<file path="config.mk">
export PLATFORM = sky130hd
export DESIGN_NAME = alu_seq_core_flat
export DESIGN_NICKNAME = d
export VERILOG_FILES = /design/src/rtl/alu_seq_if.sv /design/src/rtl/alu_seq_core.sv /design/src/flat_wrapper.sv
export SDC_FILE = /design/constraint.sdc
export NUM_CORES = 1
export LEC_CHECK = 0
export ABC_AREA = 1
export CAP_MARGIN = 30
export CORE_ASPECT_RATIO = 0.5
export CORE_MARGIN = 2
export CORE_UTILIZATION = 60
export DETAILED_ROUTE_END_ITERATION = 8
export GPL_TIMING_DRIVEN = 0
export PLACE_DENSITY = 0.8
export SLEW_MARGIN = 0
export SYNTH_ARGS = -nofsm -noshare
export SYNTH_HDL_FRONTEND = slang
export SYNTH_SLANG_ARGS = --single-unit
</file>
<file path="constraint.sdc">
create_clock -name clk -period 12.6 [get_ports clk]
set_input_delay 2.52 -clock clk [delete_from_list [all_inputs] [get_ports clk]]
set_output_delay 2.52 -clock clk [all_outputs]
set_load 0.02 [all_outputs]
</file>
<file path="src/rtl/alu_seq_if.sv">
// Issue/result bundle between the execute stage and the sequential ALU.
// The master drives the operation; the slave returns result and status.
interface alu_seq_if #(
    parameter int WIDTH = 16
);
    logic             start;
    logic [4:0]       sel;
    logic             byte_mode;
    logic [WIDTH-1:0] a;
    logic [WIDTH-1:0] b;
    logic [WIDTH-1:0] result;
    logic [3:0]       flags;
    logic             busy;
    logic             done;
    logic             illegal;

    modport master (
        output start, sel, byte_mode, a, b,
        input  result, flags, busy, done, illegal
    );

    modport slave (
        input  start, sel, byte_mode, a, b,
        output result, flags, busy, done, illegal
    );
endinterface

</file>
<file path="src/rtl/alu_seq_core.sv">
// Registered ALU with status word {N,Z,C,V}, byte mode, BCD add,
// rotate-through-carry and a multi-cycle shift-add multiplier.
module alu_seq_core #(
    parameter int WIDTH  = 16,
    parameter bit MUL_EN = 1'b1
) (
    input logic      clk,
    input logic      rst_n,
    alu_seq_if.slave bus
);
    typedef enum logic {IDLE, MUL} state_t;

    localparam int NN = WIDTH / 4;
    localparam int CW = $clog2(WIDTH);

    localparam logic [4:0] OP_MOV  = 5'd0;
    localparam logic [4:0] OP_ADD  = 5'd1;
    localparam logic [4:0] OP_ADDC = 5'd2;
    localparam logic [4:0] OP_SUB  = 5'd3;
    localparam logic [4:0] OP_SUBC = 5'd4;
    localparam logic [4:0] OP_CMP  = 5'd5;
    localparam logic [4:0] OP_DADD = 5'd6;
    localparam logic [4:0] OP_BIT  = 5'd7;
    localparam logic [4:0] OP_BIC  = 5'd8;
    localparam logic [4:0] OP_BIS  = 5'd9;
    localparam logic [4:0] OP_XOR  = 5'd10;
    localparam logic [4:0] OP_AND  = 5'd11;
    localparam logic [4:0] OP_CLR  = 5'd12;
    localparam logic [4:0] OP_MUL  = 5'd13;
    localparam logic [4:0] OP_RRC  = 5'd14;

    function automatic logic msb(input logic [WIDTH-1:0] x, input logic bm);
        return bm ? x[7] : x[WIDTH-1];
    endfunction

    state_t             state;
    logic [WIDTH-1:0]   r_q;
    logic [3:0]         f_q;
    logic               busy_q, done_q, ill_q;
    logic [2*WIDTH-1:0] m_acc, m_cand, prod;
    logic [WIDTH-1:0]   m_plier, p_low, m_mask;
    logic [CW-1:0]      m_cnt, m_last;
    logic               m_byte, hi_nz;

    logic [WIDTH-1:0] mask, av, bv, res_c, dres;
    logic [WIDTH:0]   sum;
    logic [4:0]       nib;
    logic             sub, cin, cy, sa, sb, dc;
    logic             cflag, vflag, upd_r, upd_f, ill, is_mul;
    logic [3:0]       nf;

    assign bus.result  = r_q;
    assign bus.flags   = f_q;
    assign bus.busy    = busy_q;
    assign bus.done    = done_q;
    assign bus.illegal = ill_q;

    always_comb begin
        mask = bus.byte_mode ? {{(WIDTH-8){1'b0}}, 8'hFF} : '1;
        av   = bus.a & mask;
        bv   = bus.b & mask;
        sub  = (bus.sel == OP_SUB) || (bus.sel == OP_SUBC) ||
               (bus.sel == OP_CMP);
        if (bus.sel == OP_ADD)
            cin = 1'b0;
        else if (bus.sel == OP_ADDC || bus.sel == OP_SUBC)
            cin = f_q[1];
        else
            cin = 1'b1;
        sum = {1'b0, av} + {1'b0, sub ? (~bus.b & mask) : bv}
            + {{WIDTH{1'b0}}, cin};
        cy  = bus.byte_mode ? sum[8] : sum[WIDTH];
        sa  = msb(av, bus.byte_mode);
        sb  = msb(bv, bus.byte_mode);

        // Decimal adjust nibble by nibble, rippling the decimal carry.
        dc   = f_q[1];
        dres = '0;
        nib  = '0;
        for (int i = 0; i < NN; i++) begin
            if (!bus.byte_mode || i < 2) begin
                nib = {1'b0, bus.a[4*i +: 4]} + {1'b0, bus.b[4*i +: 4]}
                    + {4'b0, dc};
                if (nib > 5'd9) begin
                    nib = nib + 5'd6;
                    dc  = 1'b1;
                end else begin
                    dc  = 1'b0;
                end
                dres[4*i +: 4] = nib[3:0];
            end
        end

        res_c  = r_q;
        cflag  = f_q[1];
        vflag  = 1'b0;
        upd_r  = 1'b0;
        upd_f  = 1'b0;
        ill    = 1'b0;
        is_mul = 1'b0;
        unique case (bus.sel)
            OP_MOV: begin
                res_c = bv;
                upd_r = 1'b1;
            end
            OP_ADD, OP_ADDC: begin
                res_c = sum[WIDTH-1:0] & mask;
                cflag = cy;
                vflag = (sa == sb) && (msb(res_c, bus.byte_mode) != sa);
                upd_r = 1'b1;
                upd_f = 1'b1;
            end
            OP_SUB, OP_SUBC, OP_CMP: begin
                res_c = sum[WIDTH-1:0] & mask;
                cflag = cy;
                vflag = (sa != sb) && (msb(res_c, bus.byte_mode) != sa);
                upd_r = (bus.sel != OP_CMP);
                upd_f = 1'b1;
            end
            OP_DADD: begin
                res_c = dres;
                cflag = dc;
                upd_r = 1'b1;
                upd_f = 1'b1;
            end
            OP_BIT, OP_AND: begin
                res_c = av & bv;
                cflag = (res_c != '0);
                upd_r = (bus.sel == OP_AND);
                upd_f = 1'b1;
            end
            OP_XOR: begin
                res_c = av ^ bv;
                cflag = (res_c != '0);
                vflag = sa & sb;
                upd_r = 1'b1;
                upd_f = 1'b1;
            end
            OP_BIC: begin
                res_c = av & ~bv;
                upd_r = 1'b1;
            end
            OP_BIS: begin
                res_c = av | bv;
                upd_r = 1'b1;
            end
            OP_CLR: begin
                res_c = '0;
                upd_r = 1'b1;
            end
            OP_MUL: begin
                is_mul = MUL_EN;
                ill    = !MUL_EN;
            end
            OP_RRC: begin
                res_c = (av >> 1) & mask;
                if (bus.byte_mode)
                    res_c[7] = f_q[1];
                else
                    res_c[WIDTH-1] = f_q[1];
                cflag = bus.a[0];
                upd_r = 1'b1;
                upd_f = 1'b1;
            end
            default: ill = 1'b1;
        endcase
        nf = {msb(res_c, bus.byte_mode), res_c == '0, cflag, vflag};
    end

    always_comb begin
        prod   = m_acc + (m_plier[0] ? m_cand : '0);
        m_mask = m_byte ? {{(WIDTH-8){1'b0}}, 8'hFF} : '1;
        p_low  = prod[WIDTH-1:0] & m_mask;
        hi_nz  = m_byte ? (prod[2*WIDTH-1:8] != '0)
                        : (prod[2*WIDTH-1:WIDTH] != '0);
    end

    always_ff @(posedge clk or negedge rst_n) begin
        if (!rst_n) begin
            state   <= IDLE;
            r_q     <= '0;
            f_q     <= '0;
            busy_q  <= 1'b0;
            done_q  <= 1'b0;
            ill_q   <= 1'b0;
            m_acc   <= '0;
            m_cand  <= '0;
            m_plier <= '0;
            m_cnt   <= '0;
            m_last  <= '0;
            m_byte  <= 1'b0;
        end else begin
            unique case (state)
                IDLE: begin
                    done_q <= 1'b0;
                    ill_q  <= 1'b0;
                    if (bus.start && is_mul) begin
                        state   <= MUL;
                        busy_q  <= 1'b1;
                        m_acc   <= '0;
                        m_cand  <= {{WIDTH{1'b0}}, av};
                        m_plier <= bv;
                        m_cnt   <= '0;
                        m_last  <= bus.byte_mode ? CW'(7) : CW'(WIDTH-1);
                        m_byte  <= bus.byte_mode;
                    end else if (bus.start) begin
                        done_q <= 1'b1;
                        ill_q  <= ill;
                        if (upd_r) r_q <= res_c;
                        if (upd_f) f_q <= nf;
                    end
                end
                MUL: begin
                    m_acc   <= prod;
                    m_cand  <= m_cand << 1;
                    m_plier <= m_plier >> 1;
                    m_cnt   <= m_cnt + 1'b1;
                    if (m_cnt == m_last) begin
                        state  <= IDLE;
                        busy_q <= 1'b0;
                        done_q <= 1'b1;
                        r_q    <= p_low;
                        f_q    <= {msb(p_low, m_byte), p_low == '0,
                                   hi_nz, 1'b0};
                    end
                end
                default: state <= IDLE;
            endcase
        end
    end
endmodule

</file>
<file path="src/flat_wrapper.sv">
// flat-port wrapper written by rule: the top's interface ports become plain ports
module alu_seq_core_flat 
#(
    parameter int WIDTH  = 16,
    parameter bit MUL_EN = 1'b1
)
  (clk, rst_n, bus_start, bus_sel, bus_byte_mode, bus_a, bus_b, bus_result, bus_flags, bus_busy, bus_done, bus_illegal);
  alu_seq_if #(.WIDTH(WIDTH)) bus_i ();
  input logic clk;
  input logic rst_n;
  input wire logic [$bits(bus_i.start)-1:0] bus_start;
  input wire logic [$bits(bus_i.sel)-1:0] bus_sel;
  input wire logic [$bits(bus_i.byte_mode)-1:0] bus_byte_mode;
  input wire logic [$bits(bus_i.a)-1:0] bus_a;
  input wire logic [$bits(bus_i.b)-1:0] bus_b;
  output wire logic [$bits(bus_i.result)-1:0] bus_result;
  output wire logic [$bits(bus_i.flags)-1:0] bus_flags;
  output wire logic [$bits(bus_i.busy)-1:0] bus_busy;
  output wire logic [$bits(bus_i.done)-1:0] bus_done;
  output wire logic [$bits(bus_i.illegal)-1:0] bus_illegal;
  assign bus_i.start = bus_start;
  assign bus_i.sel = bus_sel;
  assign bus_i.byte_mode = bus_byte_mode;
  assign bus_i.a = bus_a;
  assign bus_i.b = bus_b;
  assign bus_result = bus_i.result;
  assign bus_flags = bus_i.flags;
  assign bus_busy = bus_i.busy;
  assign bus_done = bus_i.done;
  assign bus_illegal = bus_i.illegal;
  alu_seq_core #(.WIDTH(WIDTH), .MUL_EN(MUL_EN)) u_core (.clk(clk), .rst_n(rst_n), .bus(bus_i));
endmodule
</file>
==> summary.txt, run 1 <==
Power per cell area = 143.2 nW/um2
CP Class = in -> reg
Worst-Margin Slew = 816.1 ps
Asr flop ratio synth = 100.0%
Crit path max fanout = 8
Die Area = 20,770 um2
Final ANT Viol Nets = 0
Final net count = 2,128
Psw = 871.0 uW
Clock tree buffer depth = 2
Syn Inst Count = 1,891
Chip width = 201.8 um
Commonest cells after routing, fill and taps aside = 630 x nand2_1, 323 x inv_1, 169 x nor2_1
Final GP Congestion = 0.9925
Top_reg_cell synth = dfrtp_1
TritonCTS clock tree = done
Post-route clock period utilization = 87.18%
DR vias/cell = 5.578
Status = completed
Post-synthesis area per instance = 6.210 um2
Ys Warns = 0
CTS Hold Bufs = 0
Cell taking the most area after synthesis = dfrtp_1
Fillcell total = 1,831
Top post-synthesis cells by area = dfrtp_1 24%, nand2_1 20%, ha_1 12%, inv_1 10%, nand3_1 5.9%
Slew Viols, Final = 0
Worst path slowest cell = clkdlybuf4s50_1
TritonCTS Buffers = 9
CP endpoint kind = register
RSZ-0062 raised after global routing = false
Register area = 2778 um2
Worst path required time = 12,860 ps
GRT Residual Overflow = 0
Clock sinks = 111
Internal Dissipation = 990.5 uW
Initial antenna violation count = 0
Pin count of the biggest net entering global routing = 72
Min-Delay Path Class = reg -> reg
Post-layout total power = 1.861 mW
Max Cap Viol = 0
Synth Net Count = 2,053
Comb pwr share = 53.6%
Reg clk slew, reported paths = 80 ps
Sequential share of the synthesized area = 23.65%
Area of the multi-input gates = 7531 um2
Area Overhead vs Synth = 10.69%
Root Buffer = clkbuf_16
Router iterations before antenna repair = 6
Critical Path Max Stage Delay = 640 ps
Final hold viol count = 0
Vias in the first global route = 11,260
Clk_lat worst skew = 370 ps
Die H = 102.9 um
F_max = 0.09104 GHz
Post-CTS Resized = 0
Commonest non-fill, non-tap cell in the layout = nand2_1
Starting Density = 60.77%
DRC viols = 0
Gr usage total = 35.40%
Number of synthesized flops with an enable pin = 0
Count of cell types in the netlist = 45
Share of the synthesized area in the top cell type = 23.65%
Leakage = 7.283 nW
Layout cell share with drive strength beyond 1 = 2.638%
Via Count = 12,480
Hpwl dp = 29,110 um
Count of buffers from port buffering = 62
First-pass GRT wire length = 57,550 um
Nature of the critical path startpoint = input port
VDD IR max = 0.07327 mV
Yosys reg bits = 111
# diodes = 0
Wirelength, routed = 36,340 um
Clk network pwr share = 15.0%
Setup Buffers After CTS = 0
Setup-failing EPs final = 0
Core box area = 19,320 um2
Crit path DAT = 11,250 ps
Total negative slack = 0 ps
Slew headroom = 45.59%
Post-DR wirelength/cell = 16.25 um
Power share of the sequential group = 31.4%
I/O pins = 64
Starting DRT DRC Count = 1,315
Worst path most repeated cell = nand2_1
Worst clock skew = 11.20 ps
H-tree Lvls = 3
Core Rows = 36
Switching share of power = 46.79%
Crit path time final = 10,980 ps
Post-Syn Area = 11,740 um2
==> cells in the mapped netlist (2+ instances only) <==
cell type,n
a21oi_1,66
a22oi_1,5
dfrtp_1,111
o221ai_1,16
nand2_2,3
a22o_1,23
buf_2,6
nor2_1,169
nor4_1,10
and2_1,3
nand2_1,630
inv_1,323
ha_1,110
xor2_1,21
inv_2,4
nand4_1,21
clkbuf_1,32
nand3b_1,17
or2_2,7
o211ai_1,21
a31oi_1,9
and3_1,2
buf_4,4
nor3_1,17
o22ai_1,19
buf_1,4
nor2_2,6
or2_1,2
nand3_1,138
o21ai_0,61
fa_1,11
o21bai_1,2
xnor2_1,6
==> cell families after synthesis <==
group | count (synthesis) | share of synthesized area, %
compound gates | 231 | 12.23
xor+xnor | 27 | 2.014
fa+ha+maj | 121 | 13.60
buf+inv | 374 | 12.21
flops | 111 | 23.65
simple gates | 1027 | 36.29
==> worst max-delay path, delay by kind of cell <==
family / cells / cell delay (ps)
adders and majority gates: 11 / 3720
buffers and inverters: 10 / 1590
xor gates and xnor gates: 2 / 680
AOI/OAI and AO/OA: 3 / 450
and+or+nand+nor: 24 / 2250
==> metrics by stage <==
stage               area, um2  utilization (%)  setup slack, ps  std cells  hold WS, ps
floorplan               11740                -             2952       1891        448.3
global placement        12700            65.70             1562       2219        466.6
detailed placement      12730            65.86             1391       2221        469.4
CTS                     13000            67.26             1780       2237        488.5
global route            13000            67.26             1019       2237        508.2
finish                  13000            67.26             1615       2237        482.2
==> per-layer routing <==
metal	wire, um	part of all wire (%)	GRT usage [%]
met3	3438	9.5	6.827
met1	15800	43	47.20
met5	0	0	0
met4	962	2.6	11.65
met2	16150	44	58.68
==> area by class of cell <==
type	instances	share of cell area, %
Multi-Input combinational cell	1406	57.94
Sequential cell	111	21.37
Inverter	327	9.444
Timing Repair Buffer	64	5.006
Tap cell	266	2.561
Clock buffer	11	1.791
Buffer	47	1.588
Clock inverter	5	0.2984
==> power by group through the flow <==
| stage | Combinational (mW) | Sequential (mW) | Clock, mW |
|---|---|---|---|
| floorplan | 0.639 | 0.603 | 0 |
| global placement | 0.963 | 0.586 | 0 |
| detailed placement | 0.980 | 0.588 | 0 |
| CTS | 0.987 | 0.582 | 0.280 |
| global route | 1.12 | 0.600 | 0.293 |
| finish | 0.998 | 0.584 | 0.279 |
==> sequential cells by signal (all words and copies together), names as in the netlist <==
signal,flops
u_core.bus.busy,1
u_core.m_last,2
u_core.m_cand,32
u_core.m_plier,16
u_core.bus.flags,4
u_core.m_cnt,4
u_core.bus.illegal,1
u_core.state,1
u_core.bus.result,16
u_core.bus.done,1
u_core.m_byte,1
u_core.m_acc,32
==> worst paths after layout <==
| check | slack (ps) | cells after the start | end | start |
|---|---|---|---|---|
| worst max-delay path | 1620 | 50 | u_core.bus.flags[1] | bus_a[2] |
| worst min-delay path | 480 | 2 | u_core.m_acc[3] | u_core.m_acc[3] |
| worst max register to register | 3790 | 46 | u_core.bus.flags[1] | u_core.bus.flags[1] |
| worst min register to register | 480 | 2 | u_core.m_acc[3] | u_core.m_acc[3] |
| max in group asynchronous | 9710 | 2 | u_core.m_acc[19] | rst_n |
| min in group asynchronous | 2130 | 1 | u_core.bus.result[5] | rst_n |
No activity file was read; power rests on OpenSTA's default activity.
==> run 2, diff against run 1 <==
--- a/config.mk
+++ b/config.mk
@@ -10,6 +10,7 @@
 export CORE_ASPECT_RATIO = 0.5
 export CORE_MARGIN = 2
 export CORE_UTILIZATION = 60
+export CTS_BUF_LIST = sky130_fd_sc_hd__clkbuf_8
 export DETAILED_ROUTE_END_ITERATION = 8
 export GPL_TIMING_DRIVEN = 0
 export PLACE_DENSITY = 0.8
==> run 2 against run 1 <==
  * Sequential cell count is the same
  * Clock power shrank 25%
  * Worst setup slack improved by 71 ps
  * Utilization fell by 0.52 points
  * Design area decreased by 0.78%
  * Critical path depth is the same
  * Non-clock buffer count unchanged
  * Global-route usage down 0.14 points
  * First-iteration DRC count is 5.7% lower
  * Critical endpoint unchanged
  * Largest cell class unchanged
==> summary.txt, run 2 (same netlist as run 1, synthesis figures left out) <==
Status = completed (unchanged)
GRT Residual Overflow = 0 (unchanged)
Root Buffer = clkbuf_8 (was clkbuf_16)
Cells after DPL = 2,221 (unchanged)
Clk_lat worst skew = 410 ps (was 370 ps)
F_max = 0.09162 GHz (was 0.09104 GHz)
Design area = 12,900 um2 (was 13,000 um2)
Clock tree buffer depth = 2 (unchanged)
Count of buffers from port buffering = 62 (unchanged)
Cell family with most CP delay = adder cells (unchanged)
Nature of the critical path startpoint = input port (unchanged)
CP Buf/Inv Count = 10 (unchanged)
Setup Buffers After CTS = 0 (unchanged)
Die H = 102.9 um (unchanged)
Worst path slowest cell = clkdlybuf4s50_1 (unchanged)
Chip width = 201.8 um (unchanged)
Area Overhead vs Synth = 9.824% (was 10.69%)
H-tree Lvls = 3 (unchanged)
Slew Viols, Final = 0 (unchanged)
Worst path required time = 12,910 ps (was 12,860 ps)
Wirelength, routed = 36,220 um (was 36,340 um)
Slew headroom = 47.28% (was 45.59%)
RSZ-0062 raised after global routing = false (unchanged)
Starting DRT DRC Count = 1,240 (was 1,315)
CP endpoint kind = register (unchanged)
Crit path DAT = 11,220 ps (was 11,250 ps)
Number of stages on the worst hold path = 2 (unchanged)
Setup-failing EPs final = 0 (unchanged)
Crit path max fanout = 8 (unchanged)
Starting Density = 60.77% (unchanged)
Die Area = 20,770 um2 (unchanged)
Worst clock skew = 20.07 ps (was 11.20 ps)
Biggest regs = u_core.m_acc x32, u_core.m_cand x32 (unchanged)
Router iterations before antenna repair = 6 (unchanged)
Worst-Margin Slew = 790.8 ps (was 816.1 ps)
Pre-CTS setup slack = 1391 ps (unchanged)
Final worst slack = 1686 ps (was 1615 ps)
Post-layout total power = 1.790 mW (was 1.861 mW)
Vias in the first global route = 11,230 (was 11,260)
Placed cell area = 12,730 um2 (unchanged)
Reg clk slew, reported paths = 110 ps (was 80 ps)
FF-to-FF path depth = 46 (unchanged)
Critical Path Max Stage Delay = 640 ps (about the same)
Final hold viol count = 0 (unchanged)
Stages on worst setup path = 50 (unchanged)
Core Rows = 36 (unchanged)
Worst path most repeated cell = nand2_1 (unchanged)
Initial antenna violation count = 0 (unchanged)
Min-Delay Path Class = reg -> reg (unchanged)
VDD IR max = 0.06885 mV (was 0.07327 mV)
Total negative slack = 0 ps (unchanged)
Post-DR wirelength/cell = 16.19 um (was 16.25 um)
Commonest non-fill, non-tap cell in the layout = nand2_1 (unchanged)
Power per cell area = 138.8 nW/um2 (was 143.2 nW/um2)
Final ANT Viol Nets = 0 (unchanged)
Layout cell share with drive strength beyond 1 = 2.638% (unchanged)
Post-CTS Resized = 0 (unchanged)
Max Cap Viol = 0 (unchanged)
Final GP Congestion = 0.9925 (unchanged)
Final Util = 66.74% (was 67.26%)
# diodes = 0 (unchanged)
I/O pins = 64 (unchanged)
Final net count = 2,128 (unchanged)
Worst R2R Setup Slack = 3810 ps (was 3790 ps)
TritonCTS clock tree = done (unchanged)
DRC viols = 0 (unchanged)
Hpwl dp = 29,110 um (unchanged)
TritonCTS Buffers = 9 (unchanged)
Pin count of the biggest net entering global routing = 72 (unchanged)
Gr usage total = 35.26% (was 35.40%)
First-pass GRT wire length = 57,340 um (was 57,550 um)
DR vias/cell = 5.570 (was 5.578)
CTS Hold Bufs = 0 (unchanged)
CP Class = in -> reg (unchanged)
Clock sinks = 111 (unchanged)
Via Count = 12,460 (was 12,480)
WHS = 489.6 ps (was 482.2 ps)
Post-route insts no fill = 2,237 (unchanged)
Core box area = 19,320 um2 (unchanged)
Post-route clock period utilization = 86.62% (was 87.18%)
Crit path time final = 10,910 ps (was 10,980 ps)
Commonest cells after routing, fill and taps aside = 630 x nand2_1, 325 x inv_1, 169 x nor2_1 (was 630 x nand2_1, 323 x inv_1, 169 x nor2_1)
Leakage = 7.245 nW (was 7.283 nW)
## run 2: changes by cell type in the layout (fill, tap and decap cells not counted), sizes merged
| cell | delta |
|---|---|
| clkbuf | -2 |
| inv | +2 |
## run 2: layout make-up
class / instances / area [um2]
tap: 266 / 332.8
inverter: 327 / 1227
buffer: 47 / 206.4
sequential: 111 / 2778
timing repair buffer: 64 / 650.6
clock inverter: 7 / 46.29
fill: 1840 / 6427
multi-input combinational: 1406 / 7531
clock buffer: 9 / 123.9
## run 2: path summary, 6_finish.rpt
kind | start | endpoint
worst max-delay path | bus_a[2] | u_core.bus.flags[1]
worst min-delay path | u_core.m_acc[3] | u_core.m_acc[3]
worst max register to register | u_core.bus.flags[1] | u_core.bus.flags[1]
worst min register to register | u_core.m_acc[3] | u_core.m_acc[3]
max in group asynchronous | rst_n | u_core.m_cand[22]
min in group asynchronous | rst_n | u_core.bus.result[5]
## run 2: power breakdown
part	internal, mW	switching [mW]
clock	0.0730	0.135
sequential	0.492	0.0923
combinational	0.361	0.637
total	0.926	0.865
## run 2: layer usage
metal  wire length, um  share of wire (%)  GRT usage [%]
met5                 0                  0              0
met4              1061                2.9          11.88
met3              3251                9.0          6.479
met2             15980                 44          58.39
met1             15930                 44          47.16
## run 2: tightest hold or removal path: stages (launching register included)
cell     delay (ps)
dfrtp_1         370
nand2_1          50
nand2_1          50
